$ cat src/rtl/keycode_avmm_pkg.sv
// Shared register map, bit positions and STATUS layout for the keycode Avalon-MM slave.
package keycode_avmm_pkg;

  localparam logic [1:0] ADDR_DATA   = 2'd0;
  localparam logic [1:0] ADDR_STATUS = 2'd1;
  localparam logic [1:0] ADDR_GAME   = 2'd2;
  localparam logic [1:0] ADDR_CTRL   = 2'd3;

  localparam int STAT_OVF_BIT   = 10;
  localparam int STAT_FULL_BIT  = 9;
  localparam int STAT_EMPTY_BIT = 8;

  localparam int CTRL_EN_BIT    = 0;
  localparam int CTRL_FLUSH_BIT = 1;

  // Wide enough for level 0..16 (largest supported DEPTH)
  localparam int LVL_W = 5;

  typedef struct packed {
    logic [20:0] rsvd_hi;
    logic        overflow;
    logic        full;
    logic        empty;
    logic [3:0]  rsvd_lo;
    logic [3:0]  level;
  } status_t;

endpackage

$ cat src/rtl/keycode_fifo.sv
// Synchronous keycode FIFO with separate level counter; flush has priority over push and pop.
module keycode_fifo
  import keycode_avmm_pkg::*;
#(
  parameter int DEPTH = 8,
  parameter int KW    = 8
) (
  input  logic             clk,
  input  logic             rst_n,
  input  logic             push,
  input  logic             pop,
  input  logic             flush,
  input  logic [KW-1:0]    din,
  output logic [KW-1:0]    head,
  output logic             full,
  output logic             empty,
  output logic [LVL_W-1:0] level,
  output logic             push_done,
  output logic             push_drop
);

  localparam int AW = $clog2(DEPTH);

  logic [AW-1:0]    wr_ptr_q, wr_ptr_d;
  logic [AW-1:0]    rd_ptr_q, rd_ptr_d;
  logic [LVL_W-1:0] level_q, level_d;
  logic [KW-1:0]    mem_q [DEPTH];
  logic [KW-1:0]    mem_d [DEPTH];
  logic             do_push, do_pop;

  assign full  = (level_q == LVL_W'(DEPTH));
  assign empty = (level_q == '0);
  assign head  = mem_q[rd_ptr_q];
  assign level = level_q;

  // A pop frees a slot in the same cycle, so a push into a full FIFO survives it
  assign do_pop    = pop & ~empty & ~flush;
  assign do_push   = push & ~flush & (~full | do_pop);
  assign push_done = do_push;
  assign push_drop = push & ~flush & full & ~do_pop;

  always_comb begin
    mem_d    = mem_q;
    wr_ptr_d = wr_ptr_q;
    rd_ptr_d = rd_ptr_q;
    level_d  = level_q;
    if (flush) begin
      wr_ptr_d = '0;
      rd_ptr_d = '0;
      level_d  = '0;
    end else begin
      if (do_push) begin
        mem_d[wr_ptr_q] = din;
        wr_ptr_d        = wr_ptr_q + AW'(1);
      end
      if (do_pop) rd_ptr_d = rd_ptr_q + AW'(1);
      case ({do_push, do_pop})
        2'b10:   level_d = level_q + LVL_W'(1);
        2'b01:   level_d = level_q - LVL_W'(1);
        default: level_d = level_q;
      endcase
    end
  end

  always_ff @(posedge clk or negedge rst_n) begin
    if (!rst_n) begin
      wr_ptr_q <= '0;
      rd_ptr_q <= '0;
      level_q  <= '0;
      for (int i = 0; i < DEPTH; i++) mem_q[i] <= '0;
    end else begin
      wr_ptr_q <= wr_ptr_d;
      rd_ptr_q <= rd_ptr_d;
      level_q  <= level_d;
      mem_q    <= mem_d;
    end
  end

endmodule

$ cat src/rtl/keycode_avmm_slave.sv
// Avalon-MM keycode buffer released once per video frame, plus read-only game status.
// Define KEY_DEDUP_EN to drop pushes that repeat the last accepted keycode.
module keycode_avmm_slave
  import keycode_avmm_pkg::*;
#(
  parameter int DEPTH = 8,
  parameter int KW    = 8
) (
  input  logic          Clk,
  input  logic          Reset_n,
  input  logic [1:0]    avs_address,
  input  logic          avs_read,
  input  logic          avs_write,
  input  logic [31:0]   avs_writedata,
  output logic [31:0]   avs_readdata,
  input  logic          frame_clk,
  input  logic [15:0]   score,
  input  logic [5:0]    outstate,
  input  logic [7:0]    airtime,
  output logic [KW-1:0] keycode,
  output logic          key_valid,
  output logic [3:0]    fifo_level
);

  logic             frame_cur_q, frame_prev_q;
  logic             enable_q, enable_d;
  logic             overflow_q, overflow_d;
  logic [KW-1:0]    keycode_q, keycode_d;
  logic             key_valid_q, key_valid_d;
  logic [31:0]      readdata_q, readdata_d;

  logic             wr_data, wr_status, wr_ctrl;
  logic             push_req, flush, tick, pop_fire;
  logic [KW-1:0]    fifo_head;
  logic             fifo_full, fifo_empty, push_done, push_drop;
  logic [LVL_W-1:0] fifo_lvl;
  status_t          status;
  logic             unused_bits;

  assign wr_data   = avs_write & (avs_address == ADDR_DATA);
  assign wr_status = avs_write & (avs_address == ADDR_STATUS);
  assign wr_ctrl   = avs_write & (avs_address == ADDR_CTRL);
  assign flush     = wr_ctrl & avs_writedata[CTRL_FLUSH_BIT];

`ifdef KEY_DEDUP_EN
  logic [KW-1:0] last_q, last_d;

  assign push_req = wr_data & (avs_writedata[KW-1:0] != last_q);

  always_comb begin
    last_d = last_q;
    if (push_done) last_d = avs_writedata[KW-1:0];
  end

  always_ff @(posedge Clk or negedge Reset_n) begin
    if (!Reset_n) last_q <= '1;
    else          last_q <= last_d;
  end
`else
  assign push_req = wr_data;
`endif

  assign tick     = frame_cur_q & ~frame_prev_q;
  assign pop_fire = tick & enable_q & ~fifo_empty & ~flush;

  keycode_fifo #(.DEPTH(DEPTH), .KW(KW)) u_fifo (
    .clk       (Clk),
    .rst_n     (Reset_n),
    .push      (push_req),
    .pop       (pop_fire),
    .flush     (flush),
    .din       (avs_writedata[KW-1:0]),
    .head      (fifo_head),
    .full      (fifo_full),
    .empty     (fifo_empty),
    .level     (fifo_lvl),
    .push_done (push_done),
    .push_drop (push_drop)
  );

  always_comb begin
    status          = '0;
    status.overflow = overflow_q;
    status.full     = fifo_full;
    status.empty    = fifo_empty;
    status.level    = fifo_lvl[3:0];
  end

  always_comb begin
    enable_d = enable_q;
    if (wr_ctrl) enable_d = avs_writedata[CTRL_EN_BIT];

    // A drop in the same cycle as a clear still leaves overflow set
    overflow_d = overflow_q;
    if (wr_status && avs_writedata[STAT_OVF_BIT]) overflow_d = 1'b0;
    if (push_drop) overflow_d = 1'b1;

    keycode_d   = pop_fire ? fifo_head : keycode_q;
    key_valid_d = pop_fire;

    readdata_d = readdata_q;
    if (avs_read) begin
      case (avs_address)
        ADDR_DATA:   readdata_d = fifo_empty ? 32'h0 : {{(32-KW){1'b0}}, fifo_head};
        ADDR_STATUS: readdata_d = status;
        ADDR_GAME:   readdata_d = {airtime, 2'b00, outstate, score};
        default:     readdata_d = {31'h0, enable_q};
      endcase
    end
  end

  always_ff @(posedge Clk or negedge Reset_n) begin
    if (!Reset_n) begin
      frame_cur_q  <= 1'b0;
      frame_prev_q <= 1'b0;
      enable_q     <= 1'b1;
      overflow_q   <= 1'b0;
      keycode_q    <= '0;
      key_valid_q  <= 1'b0;
      readdata_q   <= '0;
    end else begin
      frame_cur_q  <= frame_clk;
      frame_prev_q <= frame_cur_q;
      enable_q     <= enable_d;
      overflow_q   <= overflow_d;
      keycode_q    <= keycode_d;
      key_valid_q  <= key_valid_d;
      readdata_q   <= readdata_d;
    end
  end

  assign avs_readdata = readdata_q;
  assign keycode      = keycode_q;
  assign key_valid    = key_valid_q;
  assign fifo_level   = fifo_lvl[3:0];

  assign unused_bits = ^{avs_writedata[31:11], avs_writedata[9:8], fifo_lvl[LVL_W-1:4]};

endmodule

$ cat config.mk
export PLATFORM = sky130hd
export DESIGN_NAME = keycode_avmm_slave
export DESIGN_NICKNAME = d
export VERILOG_FILES = /design/src/rtl/keycode_avmm_pkg.sv /design/src/rtl/keycode_fifo.sv /design/src/rtl/keycode_avmm_slave.sv
export SDC_FILE = /design/constraint.sdc
export NUM_CORES = 1
export LEC_CHECK = 0
export ABC_AREA = 1
export CORE_MARGIN = 4
export CORE_UTILIZATION = 56
export DETAILED_ROUTE_END_ITERATION = 10
export PLACE_DENSITY_LB_ADDON = 0.1
export SYNTH_ARGS = -nofsm -noshare
export SYNTH_HDL_FRONTEND = slang
export SYNTH_SLANG_ARGS = --single-unit
$ cat constraint.sdc
create_clock -name Clk -period 5.3 [get_ports Clk]
set_clock_uncertainty 0.15 [all_clocks]
set_input_delay 0.795 -clock Clk [delete_from_list [all_inputs] [get_ports Clk]]
set_output_delay 0.795 -clock Clk [all_outputs]
set_load 0.02 [all_outputs]
==> impl_metrics.csv <==
group,metric,value,unit
routing,wirelength,14.3,mm
routing,maxUsedRoutingLayer,"met4",
global_routing,antenna_found_initial,0,
timing,period_minus_slack,3.24,ns
status,status,"complete, no violations",
critical_path,end_kind,"flip-flop",
clocking,clock-sinks,118,
routing,drtAntennaViolNets,0,
logic_synthesis,syn_area,5650,um2
clocking,clockRootBuffer,"clkbuf_8",
placement,globalplace.congestion,0.879,
clocking,cts_tree,"yes",
timing,period_share,61.1,%
finish,drive_gt1_share,6.51,%
routing,drt_first_pass_iters,5,
global_routing,grtUsageTotal,25.8,%
floorplan,initial_core_util,57.5,%
worst_hold_path,hold_start,"frame_cur_q",
critical_path,arrival,3.50,ns
floorplan,die_h,108,um
timing,hold_viol,0,
critical_path,path_class,"input pin to flip-flop",
placement,port_buffers,88,
critical_path,cp.required,5.56,ns
worst_hold_path,worstHoldPathType,"flip-flop to flip-flop",
timing,whs,0.230,ns
floorplan,core-area,9820,um2
timing,finalSetupViolations,0,
routing,dr_wl_met2,6.68,mm
power,p_leak,3.36,nW
critical_path,cp-start-kind,"input pin",
critical_path,crit_start,"avs_address[1]",
critical_path,r2r_start,"enable_q",
logic_synthesis,synth_enable_flop_cells,0,
routing,viasPerCell,5.40,
routing,wire_per_inst,15.6,um
power,peakVddDrop,0.000315,V
logic_synthesis,synthCells,699,
critical_path,path_buf_inv,1,
clocking,postCtsHoldBufs,0,
critical_path,critPathSlowestCell,"clkdlybuf4s50_1",
flow_run,max_cap_viol_count,0,
floorplan,die_w,108,um
critical_path,crit_family,"simple AND/OR/NAND/NOR gates",
global_routing,grt_pass1_wl,23.6,mm
floorplan,rows,36,
finish,antennaDiodeCount,0,
timing,worst_slew_pin_slew,0.995,ns
floorplan,die_area,11800,um2
power,p_per_area,518,nW/um2
logic_synthesis,ys_types,30,
critical_path,crit_fanout,16,
timing,slew_viol_final,0,
critical_path,crit_chain,"clkdlybuf4s50_1 -> nand4_1 -> nand3_4 -> nand2_2 -> nand3_1 -> nand2_1 -> o21ai_0",
timing,slew_headroom,33.6,%
global_routing,grt_pass1_vias,4825,
timing,timing.setup.tns,0,ns
logic_synthesis,avgSynthCellArea,8.08,um2
routing,remaining_drc_errors,0,
clocking,path_clk_slew,0.06,ns
logic_synthesis,synth_seq_cells,118,
global_routing,grt_max_degree,72,
finish,syn_to_final_growth,25.5,%
timing,rsz0062_at_grt,"no",
logic_synthesis,yosys_warnings,0,
finish,fillers,782,
logic_synthesis,synth_ff_type,"dfrtp_1",
routing,route.met3.wl,1.13,mm
critical_path,cpPeakStageDelay,0.59,ns
global_routing,grt_overflow,0,
clocking,worstSkewPairLatency,0.51,ns
floorplan,io_pins,114,
routing,vias,4944,
placement,dpl.hpwl,9.30,mm
clocking,postCtsSetupRepairBufs,0,
clocking,cts_made_buffers,17,
finish,num-nets-final,845,
logic_synthesis,yosysSeqAreaShare,52.3,%
clocking,htreeDepth,4,
clocking,cts_resized,0,
routing,wl_met1,6.29,mm
routing,drt-initial-drc-count,547,
logic_synthesis,async_reset_ff_share,100,%
timing,fmax,0.309,GHz
clocking,cts_buffer_depth,2,
## placed cells by master (no fill, tap or decap), types with 4 or more instances in the layout
cell             instances
a21oi_1                  7
buf_4                    4
clkbuf_16               16
clkdlybuf4s50_1         87
clkinvlp_4               4
dfrtp_1                117
ha_1                     5
inv_1                   38
inv_6                    4
nand2_1                225
nand3_1                 36
nand3_4                  7
nor2_1                  79
o21ai_0                 70
o21ai_1                 53
## cell usage after synthesis, types with 2 or more instances
library cell	n	area share, %
clkbuf_1	17	1.1
buf_6	8	1.6
nand2_2	2	0.22
nand3_2	2	0.35
dfrtp_1	117	52
nor2_1	79	5.2
clkinv_1	2	0.13
o21ai_0	70	6.2
buf_4	6	0.80
nand2_1	225	15
nand4_1	3	0.33
a21oi_1	7	0.62
nand3_1	36	3.2
inv_1	38	2.5
a31oi_1	3	0.33
o21ai_1	53	4.7
ha_1	5	1.1
buf_2	8	0.71
nand3_4	7	2.2
## metrics by stage
stage | power (mW) | area, um2 | worst slack (ns) | instances | util, %
after floorplan | 2.12 | 5650 | 2.79 | 700 | -
after global placement | 2.45 | 6480 | 1.67 | 884 | 66.0
after detailed placement | 2.50 | 6480 | 1.59 | 884 | 66.0
after CTS | 3.68 | 7090 | 2.13 | 916 | 72.2
after global routing | 3.92 | 7090 | 1.90 | 916 | 72.2
final | 3.67 | 7090 | 2.06 | 916 | 72.2
## worst register-to-register path, cell delays in order, from the launching register on
cell and delay, ns:
dfstp_2 0.53, inv_1 0.07, nor2_4 0.18, nand3_4 0.19, nand2_2 0.40, nand3_1 0.58, o21ai_0 0.41
## state kept, by name, indices dropped and copies added, names as in the netlist
name and count:
avs_readdata 30, enable_q 1, frame_cur_q 1, frame_prev_q 1, key_valid 1, keycode 8, overflow_q 1, u_fifo.level 5
u_fifo.mem_q 64, u_fifo.rd_ptr_q 3, u_fifo.wr_ptr_q 3
## where the power goes
part / switching (mW) / internal [mW] / total, mW
Combinational: 0.713 / 0.447 / 1.16
Clock: 0.416 / 0.746 / 1.16
Sequential: 0.192 / 1.16 / 1.35
Total: 1.32 / 2.35 / 3.67
## area by class of cell
type	count	area (um2)	share of cell area, %
multi-input combinational	501	2300	32.5
timing repair buffer	91	901	12.7
sequential	118	2950	41.7
tap	133	166	2.35
clock buffer	19	442	6.23
inverter	41	154	2.17
clock inverter	13	169	2.38
## routing by layer
metal  vias to the layer above  GRT usage [%]
li1                       2390              -
met1                      2346           34.7
met2                       187           41.5
met3                        21           6.09
met4                         0           8.03
met5                         -              0
## kinds of logic after synthesis
group	after synthesis	synth area share, %
and+or+nand+nor	357	26.9
AOI/OAI and AO/OA	135	12.1
DFF	118	52.3
buffers and inverters	81	7.02
adders and majority gates	6	1.46
xor gates and xnor gates	1	0.155
other	1	0.0664
## worst paths after layout
path	slack (ns)	to	cells after the start
max	2.06	u_fifo.mem_q[60]	7
min	0.23	frame_prev_q	0
max reg2reg	2.70	u_fifo.mem_q[62]	6
min reg2reg	0.23	frame_prev_q	0
max in group asynchronous	3.59	u_fifo.rd_ptr_q[1]	2
min in group asynchronous	0.25	frame_prev_q	1
Note: power is estimated with default switching activity, not from simulation.
